===== src/rtl/rng_word_scheduler.sv =====
// rng_word_scheduler: warms up and shares a 64-bit random-bit generator
// among N requesters, one fresh word per round-robin grant.
//
// Ports:
//   clk        system clock, rising edge
//   rst_n      asynchronous active-low reset
//   enable     master run enable
//   req[N]     level requests, held until granted
//   gnt[N]     one-hot grant (combinational)
//   rng_ce     generator clock enable
//   rng_data   generator output word
//   out_valid  one-cycle strobe: word delivered
//   out_id     requester index of delivered word
//   out_data   delivered word
//   warm_done  sticky warm-up complete flag
//   word_count delivered word counter (only with RNG_WORD_COUNT_EN)
//
// Optional feature macro: RNG_WORD_COUNT_EN

module rng_word_scheduler #(
    parameter int N      = 4,
    parameter int WARMUP = 64,
    localparam int IDW   = (N > 1) ? $clog2(N) : 1
) (
    input  logic           clk,
    input  logic           rst_n,
    input  logic           enable,
    input  logic [N-1:0]   req,
    output logic [N-1:0]   gnt,
    output logic           rng_ce,
    input  logic [63:0]    rng_data,
    output logic           out_valid,
    output logic [IDW-1:0] out_id,
    output logic [63:0]    out_data,
    output logic           warm_done
`ifdef RNG_WORD_COUNT_EN
    ,
    output logic [31:0]    word_count
`endif
);

    typedef enum logic {
        WARM  = 1'b0,
        SERVE = 1'b1
    } state_t;

    state_t         r_state;
    logic [15:0]    r_warm_cnt;
    logic [IDW-1:0] r_ptr;
    logic           r_warm_done;
    logic           r_out_valid;
    logic [IDW-1:0] r_out_id;
    logic [63:0]    r_out_data;

    logic [N-1:0]   w_sel;
    logic [IDW-1:0] w_sel_idx;
    logic           w_hit;
    logic           w_grant;
    logic [IDW-1:0] w_ptr_nxt;
    int             w_pos;

    // Round-robin search: first request at or after r_ptr, wrapping.
    always_comb begin
        w_sel     = '0;
        w_sel_idx = '0;
        w_hit     = 1'b0;
        w_pos     = 0;
        for (int k = 0; k < N; k++) begin
            w_pos = int'(r_ptr) + k;
            if (w_pos >= N) begin
                w_pos = w_pos - N;
            end
            if (!w_hit && req[w_pos[IDW-1:0]]) begin
                w_hit     = 1'b1;
                w_sel_idx = w_pos[IDW-1:0];
            end
        end
        if (w_hit) begin
            w_sel[w_sel_idx] = 1'b1;
        end
    end

    assign w_grant = (r_state == SERVE) && enable && w_hit;

    assign w_ptr_nxt = (w_sel_idx == IDW'(N - 1))
                     ? '0
                     : w_sel_idx + 1'b1;

    assign gnt = w_grant ? w_sel : '0;

    // Generator only runs during warm-up or for a grant; the rst_n gate
    // keeps it quiet while reset is held even with enable high.
    assign rng_ce = rst_n &&
                    ((r_state == WARM) ? enable : w_grant);

    always_ff @(posedge clk or negedge rst_n) begin
        if (!rst_n) begin
            r_state     <= WARM;
            r_warm_cnt  <= '0;
            r_ptr       <= '0;
            r_warm_done <= 1'b0;
            r_out_valid <= 1'b0;
            r_out_id    <= '0;
            r_out_data  <= '0;
        end else begin
            unique case (r_state)
                WARM: begin
                    r_out_valid <= 1'b0;
                    if (enable) begin
                        r_warm_cnt <= r_warm_cnt + 16'd1;
                        if (r_warm_cnt == 16'(WARMUP - 1)) begin
                            r_state     <= SERVE;
                            r_warm_done <= 1'b1;
                        end
                    end
                end
                SERVE: begin
                    r_out_valid <= w_grant;
                    if (w_grant) begin
                        // rng_data still holds the word not yet handed
                        // out; this grant's ce pulse advances it.
                        r_out_data <= rng_data;
                        r_out_id   <= w_sel_idx;
                        r_ptr      <= w_ptr_nxt;
                    end
                end
                default: begin
                    r_state <= WARM;
                end
            endcase
        end
    end

    assign out_valid = r_out_valid;
    assign out_id    = r_out_id;
    assign out_data  = r_out_data;
    assign warm_done = r_warm_done;

`ifdef RNG_WORD_COUNT_EN
    logic [31:0] r_word_count;

    always_ff @(posedge clk or negedge rst_n) begin
        if (!rst_n) begin
            r_word_count <= '0;
        end else if (r_out_valid) begin
            r_word_count <= r_word_count + 32'd1;
        end
    end

    assign word_count = r_word_count;
`endif

endmodule


===== config.mk =====
export PLATFORM = sky130hd
export DESIGN_NAME = rng_word_scheduler
export DESIGN_NICKNAME = d
export VERILOG_FILES = /design/src/rtl/rng_word_scheduler.sv
export SDC_FILE = /design/constraint.sdc
export NUM_CORES = 1
export LEC_CHECK = 0
export CAP_MARGIN = 20
export CORE_MARGIN = 5
export CORE_UTILIZATION = 35
export DETAILED_ROUTE_END_ITERATION = 6
export DONT_BUFFER_PORTS = 1
export GPL_ROUTABILITY_DRIVEN = 0
export MAX_ROUTING_LAYER = met4
export PLACE_DENSITY_LB_ADDON = 0.08
export SLEW_MARGIN = 20
export SYNTH_ARGS = -nofsm -noshare
export SYNTH_HDL_FRONTEND = slang
export SYNTH_SLANG_ARGS = --single-unit

===== constraint.sdc =====
create_clock -name clk -period 2.6 [get_ports clk]
set_clock_uncertainty 0.2 [all_clocks]
set_input_delay 0.52 -clock clk [delete_from_list [all_inputs] [get_ports clk]]
set_output_delay 0.52 -clock clk [all_outputs]
set_load 0.01 [all_outputs]

==> reports/results.txt <==
Status -> finished with violations
Violated checks -> hold timing
Drt drc -> 0
Antenna violations before repair -> 0
Clock Tree Buf Depth -> 2
Pre-CTS setup slack -> 232.3 ps
Core Rows -> 36
Clock Latency Late Sink -> 350 ps
Fin. Hold Viols -> 87
Least-Margin Pin Slew -> 641.9 ps
Ratio of cells with drive above 1 in the final layout -> 0.08740
Leak -> 2.141 nW
Die width -> 110.9 µm
Type of destination of the critical path -> primary output
Global-route wire length before repair -> 13420 µm
Die area -> 0.01229 mm²
Synth area leader -> dfrtp_1
Largest net degree at the start of global routing -> 89
Met3 usage -> 0.04367
Mapped Cells -> 382
Critical Path RT -> 1880 ps
Final hold slack -> -348.5 ps
Yosys cell types -> 32
Slew Limit Fails -> 0
Int Pwr -> 2.033 mW
Startpoint types -> flip-flop
H-tree depth -> 3
Clock sink count -> 87
Die height -> 110.9 µm
RSZ-0062 raised after global routing -> true
DP HPWL -> 5535 µm
Final setup viols -> 0
Power density over the cells -> 664.7 mW/mm²
Crit share post-route -> 0.9772
CTS Buf Count -> 9
Met1 Track Usage GR -> 0.1740
Critical path type -> reg -> out
Maximum clock rate -> 393.6 MHz
Gr busiest metal -> met2
Initial drt markers -> 191
Clock power share -> 0.403
Port Buf Inserts -> 0
Max IR drop VDD -> 0.2556 mV
Synth Net Count -> 458
# diodes -> 0
Seq/Total Area, Yosys -> 0.6114
Hold crit path type -> in -> async
GRT Util Overall -> 0.1365
Fin nets -> 460
Critical path peak fanout -> 5
Final ANT Viol Nets -> 0
Core area -> 0.009864 mm²
Flop pwr share -> 0.552
I/O Pins -> 144
Area share of the largest cell type after synthesis -> 0.6114
CTS tree -> done
Switching share of power -> 0.2260
Vias in the first global route -> 2515
Routed WL -> 8067 µm
YS warnings -> 0
GR Overflow Total -> 0
DR WL/cell -> 15.45 µm
Comb pwr share -> 0.045
Mapped Area -> 0.003561 mm²
Synth top area cells -> dfrtp_1 61%, nand2_1 22%, xnor2_1 3.4%
Initial Utilization -> 0.3610
CP Data Arrival Time -> 1820 ps
Post-DR vias/cell -> 4.630
Syn Area/Cell -> 9.322 µm²
DRT Pass-1 Iters -> 4
P_sw -> 593.4 µW
Area growth syn-to-layout -> 10.96%
CTS clk-pin slew, worst paths -> 90 ps
Max-cap violations -> 0
Root buf cell -> clkbuf_8
Grt met2 use -> 0.2059
Final worst slack -> 59.24 ps
Via count -> 2417
Max-slew headroom -> 0.5721
Tmin final -> 2541 ps
#FFs+latches synth -> 87
-- area by class of cell --
class,count,area (µm²)
clock buffer,10,137.6
sequential,87,2178
clock inverter,6,91.34
multi-input combinational,273,1297
inverter,8,30.03
timing repair buffer,5,50.05
fill,1009,5913
tap,133,166.4
-- timing repair --
action                                  CTS  global route
endpoints found under the hold margin    87            87
buffers inserted                          0             3
endpoints found under the setup margin    4             4
resized for setup                         2             7
pin swaps                                 0             3
-- critical path, cell delays in order, from the launching register on --
cell	delay (ps)
dfrtp_2	420
nand2b_4	140
a21oi_1	60
a221oi_2	310
and2_4	220
ha_2	160
and2_4	150
-- final timing paths --
check | startpoint | to | slack, ps | cells past startpoint
setup reg to reg | r_state$_DFF_PN0_ | out_id[0]$_DFFE_PN0P_ | 620 | 4
max in group asynchronous | rst_n | out_data[14]$_DFFE_PN0P_ | 2400 | 0
hold reg to reg | r_warm_cnt[15]$_DFFE_PN0P_ | r_warm_cnt[15]$_DFFE_PN0P_ | 280 | 1
hold / removal | rst_n | out_data[50]$_DFFE_PN0P_ | -350 | 0
setup / recovery | r_ptr[0]$_DFFE_PN0P_ | gnt[3] | 60 | 6
min in group clk | rng_data[6] | out_data[6]$_DFFE_PN0P_ | 70 | 2
-- state kept, by name (all words and copies together), names as in the netlist --
name        cells
out_data       64
out_id          2
out_valid       1
r_ptr           2
r_state         1
r_warm_cnt     16
warm_done       1
-- cells in the mapped netlist --
cell type,instances
a21oi_1,4
a221oi_1,1
a41o_1,2
and2_1,5
and3_1,1
buf_2,5
buf_4,3
buf_6,2
clkbuf_1,4
dfrtp_1,87
ha_1,5
inv_1,7
inv_2,1
mux2_2,2
nand2_1,205
nand2b_1,3
nand3_1,4
nand3_2,1
nand4_1,5
nand4b_1,1
nor2_1,7
nor2b_1,1
nor3_1,1
nor3b_1,1
nor4_1,4
o21ai_0,1
o22ai_1,1
o31ai_1,1
or4_1,1
or4_4,1
xnor2_1,14
xor2_1,1
-- power by group through the flow --
stage	logic [mW]	clock network, mW	registers (mW)
floorplan	0.0949	0	1.47
global placement	0.111	0	1.48
detailed placement	0.112	0	1.48
CTS	0.114	1.11	1.45
global route	0.136	1.15	1.46
finish	0.117	1.06	1.45
-- routing by layer --
| layer | share of wire | up-vias |
|---|---|---|
| met5 | 0 | - |
| met4 | 0.013 | 0 |
| met3 | 0.082 | 8 |
| met2 | 0.45 | 89 |
| met1 | 0.45 | 1127 |
| li1 | - | 1193 |
-- cells by family (layout without fill, tap and decap cells) --
group | Yosys count | after routing | synth area share
buf+inv | 22 | 29 | 0.03232
mux | 2 | 2 | 0.006324
simple gates | 241 | 241 | 0.2765
flops | 87 | 87 | 0.6114
fa+ha+maj | 5 | 5 | 0.01757
xor+xnor | 15 | 15 | 0.03690
compound gates | 10 | 10 | 0.01898
-- cell usage in the layout, fill, tap and decap left out, types with 2 or more instances in the layout --
master,count
nor2_1,7
mux2_2,2
nand3_1,4
ha_1,4
nand2b_1,2
bufinv_16,2
clkbuf_8,10
and2_1,2
nand4_1,5
nor4_1,4
dfrtp_1,86
xnor2_1,14
and2_4,3
a21oi_1,4
nand2_1,205
inv_1,7
buf_4,4
clkinv_4,2
a41o_1,2
-- stage by stage --
stage,utilization,setup TNS [ps],power [mW],cell area (µm²),instances
floorplan,-,0,1.562,3561,382
global placement,0.3720,0,1.587,3670,503
detailed placement,0.3720,0,1.590,3670,503
CTS,0.3964,0,2.671,3910,519
global route,0.4006,-114.7,2.745,3951,522
finish,0.4006,0,2.626,3951,522
Note: power is estimated with default switching activity, not from simulation.
